File: src/rtl/fraction_accumulator4.sv
// Sum-of-products sequencer: launches one multiply per term, accumulates the
// signed 7-bit fraction products into a saturating 9-bit sum.
module fraction_accumulator4 (
    input  logic       CLK,
    input  logic       Rst,
    input  logic       Go,
    input  logic [3:0] Count,
    input  logic       MulDone,
    input  logic [6:0] Product,
    output logic       MulSt,
    output logic [3:0] TermIdx,
    output logic [8:0] Sum,
    output logic       SumValid,
    output logic       Ovf
);
    localparam logic [2:0] IDLE  = 3'd0;
    localparam logic [2:0] START = 3'd1;
    localparam logic [2:0] WAIT  = 3'd2;
    localparam logic [2:0] ACC   = 3'd3;
    localparam logic [2:0] FIN   = 3'd4;

    logic [2:0]        state;
    logic [3:0]        count_q;
    logic [3:0]        term_q;
    logic              done_q;
    logic              ovf_q;
    logic signed [6:0] product_q;
    logic signed [8:0] sum_q;
    logic signed [9:0] acc_sum;
    logic              done_rise;

    function automatic logic signed [8:0] sat9(input logic signed [9:0] x);
        if (x > 10'sd255)
            return 9'sh0FF;
        else if (x < -10'sd256)
            return 9'sh100;
        return $signed(x[8:0]);
    endfunction

    function automatic logic sat_hit(input logic signed [9:0] x);
        return (x > 10'sd255) || (x < -10'sd256);
    endfunction

    assign done_rise = MulDone && !done_q;
    assign acc_sum   = $signed({sum_q[8], sum_q}) + $signed({{3{product_q[6]}}, product_q});

    // Done history runs in every state so a stale high level never looks like an edge.
    always_ff @(posedge CLK) begin
        if (Rst)
            done_q <= 1'b0;
        else
            done_q <= MulDone;
    end

    always_ff @(posedge CLK) begin
        if (state == WAIT && done_rise)
            product_q <= $signed(Product);
    end

    always_ff @(posedge CLK) begin
        if (Rst) begin
            state   <= IDLE;
            count_q <= 4'd0;
            term_q  <= 4'd0;
            sum_q   <= 9'sd0;
            ovf_q   <= 1'b0;
        end else begin
            case (state)
                IDLE, FIN: begin
                    if (Go) begin
                        sum_q   <= 9'sd0;
                        ovf_q   <= 1'b0;
                        term_q  <= 4'd0;
                        count_q <= Count;
                        state   <= (Count == 4'd0) ? FIN : START;
                    end
                end
                START: state <= WAIT;
                WAIT: begin
                    if (done_rise)
                        state <= ACC;
                end
                ACC: begin
                    sum_q <= sat9(acc_sum);
                    if (sat_hit(acc_sum))
                        ovf_q <= 1'b1;
                    term_q <= term_q + 4'd1;
                    state  <= (term_q + 4'd1 == count_q) ? FIN : START;
                end
                default: state <= IDLE;
            endcase
        end
    end

    assign MulSt    = (state == START);
    assign SumValid = (state == FIN);
    assign TermIdx  = term_q;
    assign Sum      = sum_q;
    assign Ovf      = ovf_q;
endmodule

File: config.mk
export PLATFORM = sky130hd
export DESIGN_NAME = fraction_accumulator4
export DESIGN_NICKNAME = d
export VERILOG_FILES = /design/src/rtl/fraction_accumulator4.sv
export SDC_FILE = /design/constraint.sdc
export NUM_CORES = 1
export LEC_CHECK = 0
export ABC_AREA = 1
export CAP_MARGIN = 20
export CORE_AREA = 2 2 69 71
export CTS_CLUSTER_DIAMETER = 50
export DETAILED_ROUTE_END_ITERATION = 8
export DIE_AREA = 0 0 71 73
export GPL_ROUTABILITY_DRIVEN = 0
export PLACE_DENSITY = 0.71
export SETUP_SLACK_MARGIN = 0.2
export SYNTH_ARGS = -nofsm -noshare
export SYNTH_HDL_FRONTEND = slang
export SYNTH_SLANG_ARGS = --single-unit
export TNS_END_PERCENT = 30
File: constraint.sdc
create_clock -name CLK -period 2.2 [get_ports CLK]
set_input_delay 0.44 -clock CLK [delete_from_list [all_inputs] [get_ports CLK]]
set_output_delay 0.44 -clock CLK [all_outputs]
set_load 0.1 [all_outputs]
Word level (Yosys, flattened, before mapping)
Index checks and enable logic that the tools add are counted.

storage, ports and cells
  bits in registers = 29
  input port bits = 15
  output and inout bits = 16
  logic and storage cells = 50

operators by class
  add/subtract/negate cells = 2
  $lt $le $gt $ge = 2
  eq/ne operators = 8
  mux-type cells = 19
  reduce and logical (&&, ||, !) cells = 12

operator list
  kind                                                                           count
  9-bit 2-to-1 mux                                                               4
  9-bit case mux with 2 select lines                                             1
  3-bit 2-to-1 mux                                                               4
  3-bit case mux with 4 select lines                                             1
  9-bit by 7-bit adder with 10-bit output                                        1
  10-bit by 9-bit > comparator with 1-bit output, second input constant          1
  10-bit by 9-bit less-than comparator with 1-bit output, second input constant  1
  4-bit case mux with 2 select lines                                             1
  3-bit by 2-bit == test with 1-bit output, second input constant                2
  1-bit 2-to-1 mux                                                               6
  2-bit inequality test, second input constant                                   3
  2-bit AND reduction                                                            3
  4-bit by 1-bit adder with 4-bit output, second input constant                  1
  4-bit == test                                                                  1
  4-bit logical NOT                                                              1
  4-bit 2-to-1 mux                                                               1
  3-bit by 1-bit == test with 1-bit output, second input constant                1
  3-bit == test, second input constant                                           1
  3-bit logical NOT                                                              1
  3-bit AND reduction                                                            1
  1-bit logical AND                                                              2
  1-bit case mux with 2 select lines                                             1
  2-bit nonzero test                                                             1
  2-bit OR reduction                                                             1
  2 further kinds                                                                2

Depth between registers and ports, before layout
  depth in word-level cells = 8
  depth in mapped cells = 13

Least setup slack after synthesis
OpenSTA, ideal clock, no wires.

  path kind = register -> output
  start point = register state[0]
  end point = output port MulSt
  arrival = 2481 ps
  slack = -721 ps
  stages on the path, launching flop included = 3
  path buffers = 0
  path through = dfxtp_1 > inv_1 > nor3_1

on the way
  word-level cells in the longest chain between the ends = 1

RTL lines
  item                                      RTL line  text
  from (decl)                               22        logic [2:0] state;
  from (signal assigned)                    75        state <= (Count == 4'd0) ? FIN : START;
  from (signal assigned)                    88        state <= (term_q + 4'd1 == count_q) ? FIN : START;
  3-bit by 1-bit == test with 1-bit output  95        assign MulSt = (state == START);
  to (decl)                                 10        output logic MulSt,

Every way passes these cells.

Final worst setup path
  start point = register product_q[0]
  end point = register sum_q[4], in the netlist Sum[4]

on the way
  word-level cells in the longest chain between the ends = 8
  elaborated cells on any way between the ends = 10
  those cells by class = add/sub: 1; order compare: 2; mux: 7

RTL lines
  item                                                    RTL line  text
  from (decl)                                             27        logic signed [6:0] product_q;
  from (signal assigned)                                  57        product_q <= $signed(Product);
  9-bit by 7-bit adder with 10-bit output (*)             45        assign acc_sum = $signed({sum_q[8], sum_q}) + $signed({{3{product_q[6]}}, product_q});
  10-bit by 9-bit less-than comparator with 1-bit output  35        else if (x < -10'sd256)
  1-bit 2-to-1 mux                                        35
  1-bit 2-to-1 mux                                        33        if (x > 10'sd255)
  1-bit 2-to-1 mux                                        68        case (state)
  1-bit 2-to-1 mux                                        61        if (Rst) begin
  9-bit 2-to-1 mux (*)                                    37        return $signed(x[8:0]);
  9-bit case mux with 2 select lines (*)                  68
  to (signal assigned)                                    84        sum_q <= sat9(acc_sum);
  to (decl)                                               28        logic signed [8:0] sum_q;

Mark *: on every way between the ends. The rest lies on a longest branch, timed or not. The select of a mux whose other input is x is not followed.
A chain may end at the register's enable or synchronous reset.

==> flow_summary.yaml <==
status:
  run_status: "finished, final reports clean"
timing:
  tns_ps: 0
  finClkSkew_ps: 5.297
  slew_headroom_pct: 75.96
  hold_viol: 0
  fmax_mhz: 515.8
  fin_crit_ps: 1939
  rsz0062_at_grt: "yes"
  min_period_over_period_pct: 88.13
  worstMarginPinSlew_ps: 360.2
  slew_viol_final: 0
  hold_ws_ps: 481.8
  setup_viol: 0
drt:
  via_per_inst: 4.724
  wl_microns: 3686
  met3_length_microns: 112
  dr.first_iter.drc_count: 53
  wl_per_cell_microns: 11.07
  vias: 1573
  wl_met1_microns: 1716
  drc: 0
  postRouteAntennaNets: 0
  firstDrtPassIters: 4
  met2_length_microns: 1844
  top_layer: "met4"
critical_path:
  cp_max_fo: 8
  criticalPathCategory: "flip-flop to flip-flop"
  critPathArrivalTime_ps: 2100
  critPathRequiredTime_ps: 2360
  critPathCaptureType: "flip-flop"
  cp-start-kind: "flip-flop"
clock_network:
  clkTransAtPathRegs_ps: 60
  htreeDepth: 2
  root_buffer: "clkbuf_8"
  insertion_delay_ps: 270
  clock_sinks: 29
  cts_hold_buf: 0
  numCtsBuffers: 5
  clock_path_buffers: 2
  cts_tree: "done"
placed_design:
  hpwl_microns: 2861
  numPlacedInstances: 320
  portBuffers: 30
logic_synthesis:
  synthCells: 233
  netlist_area_sq_um: 1745
  yosysUniqueCellTypes: 31
  synth_nets: 259
  synth_mux_area_share_pct: 0
  synth.area.top_cells: "dfxtp_1 25%, nand2_1 15%, edfxtp_1 12%"
  synth_top_family_by_area: "simple AND/OR/NAND/NOR gates"
  synth_seq_area_share_pct: 37.28
  ys_warn_count: 0
  synth_xor_area_share_pct: 5.520
  synthArstFlopShare_pct: 0
  synth_commonest_cells: "72 x nand2_1, 25 x inv_1, 22 x dfxtp_1, 22 x nor2_1, 14 x nand3_1"
  synth-seq-cells: 29
  synth.top_cell.area_share_pct: 25.23
  synth_compound_area_share_pct: 10.18
  synth_edf_count: 7
  synthAdderAreaFrac_pct: 8.315
  ys.flop_type: "dfxtp_1"
  synth_area_per_cell_sq_um: 7.491
  yosys.area_share.simple_pct: 32.26
  synth_top_cell_by_area: "dfxtp_1"
  synth_most_common_cell: "nand2_1"
grt:
  grt_max_degree: 14
  grt_antenna_before_repair: 0
  grt_pass1_wl_microns: 6237
  grt_usage_pct: 15.19
  grt_pass1_vias: 1464
  grt_overflow: 0
finish:
  final_core_util_pct: 52.50
  drive_above_1_share_pct: 28.32
  nets: 304
  seqCellArea_sq_um: 674.4
  antenna_cells: 0
  multi_input_area_sq_um: 1087
  instances_no_fill: 333
  nFillCells: 440
  synthToLayoutAreaGrowth_pct: 36.42
power:
  seqPwrFrac_pct: 40.7
  switching_share_pct: 35.42
  p_clk_share_pct: 26.3
  vdd_ir_drop_max_mv: 0.4655
  power_leakage_nw: 1.039
  p_int_w: 0.0009797
  p_per_area_nw_per_um2: 637.1
  p_comb_share_pct: 33.0
  netSwitchingPower_w: 0.0005372
floorplanning:
  core.rowCount: 25
  die_y_microns: 73
  ios: 31
  dieWidth_microns: 71
  initial_core_util_pct: 38.48
  core_sq_um: 4536
  dieArea_sq_um: 5183
job:
  maxCapViolCount: 0
min_path:
  worstHoldPathType: "flip-flop to flip-flop"
## critical path, stage by stage (launching register included)
cell	delay [ps]
edfxtp_1	410
ha_4	190
fa_2	390
nand2_2	70
nand2_2	50
nand3_2	100
nand3_1	100
nand2_2	100
nand3_4	120
nand2_4	110
inv_6	40
nand2_1	80
a21oi_2	50
## cells by family after synthesis
family / Yosys count
adder cells (fa/ha/maj): 11
buffers and inverters: 29
flip-flops: 29
AND/OR/NAND/NOR: 124
AO/OA/AOI/OAI: 29
XOR/XNOR: 11
## timing repair
item	in CTS	in global routing
setup endpoints to repair	7	9
resized for setup	0	21
pin swaps	1	15
buffers inserted	0	5
## state kept, by name, summed over array words and instances, names as in the netlist
register / count
state: 3
done_q: 1
Ovf: 1
count_q: 4
product_q: 7
Sum: 9
TermIdx: 4
## power by group through the flow
| stage | registers (W) | clock network [W] | logic (W) |
|---|---|---|---|
| 2_1_floorplan | 0.000683 | 0 | 0.000283 |
| 3_3_place_gp | 0.000626 | 0 | 0.000475 |
| 3_5_place_dp | 0.000626 | 0 | 0.000476 |
| 4_1_cts | 0.000615 | 0.000417 | 0.000479 |
| 5_1_grt | 0.000622 | 0.000443 | 0.000552 |
| 6_report | 0.000618 | 0.000398 | 0.000501 |
## final timing paths
check	start	to	slack, ps	depth (start not counted)
worst max register to register	product_q[0]$_DFFE_PP_	Sum[4]$_SDFFE_PP0P_	260	12
worst min register to register	Ovf$_SDFFE_PP0P_	Ovf$_SDFFE_PP0P_	480	2
worst min-delay path	Ovf$_SDFFE_PP0P_	Ovf$_SDFFE_PP0P_	480	2
worst max-delay path	product_q[0]$_DFFE_PP_	Sum[4]$_SDFFE_PP0P_	260	12
## stage by stage
stage / power [W] / setup WS (ps) / area (sq um)
3_5_place_dp: 0.001102 / 186.5 / 2175
4_1_cts: 0.001512 / 207.4 / 2256
2_1_floorplan: 0.0009661 / 108.8 / 1789
6_report: 0.001517 / 261.1 / 2381
3_3_place_gp: 0.001102 / 235.7 / 2175
5_1_grt: 0.001617 / 149.6 / 2381
## cells in the final DEF, fill, tap and decap left out, types with 7 or more instances in the layout
cell              n
nand2_1          63
nor2_1           21
inv_1            25
a21oi_1          11
nand2_2          10
buf_4            25
xor2_1            8
nand3_1          13
edfxtp_1          7
dfxtp_1          13
a21oi_2           9
clkdlybuf4s50_1  14
## cell type report
type                            count  share of cell area, %
Clock buffer                        5                  2.890
Clock inverter                      3                 0.5255
Inverter                           26                  4.309
Multi-Input combinational cell    175                  45.66
Sequential cell                    29                  28.32
Tap cell                           54                  2.838
Timing Repair Buffer               41                  15.45
## per-layer routing
metal  track usage [%]  vias to the layer above
met5                 0                        -
met4             3.774                        0
met3             3.867                        2
met2             26.06                       20
met1             19.19                      713
li1                  -                      838
No activity file was read; power rests on OpenSTA's default activity.
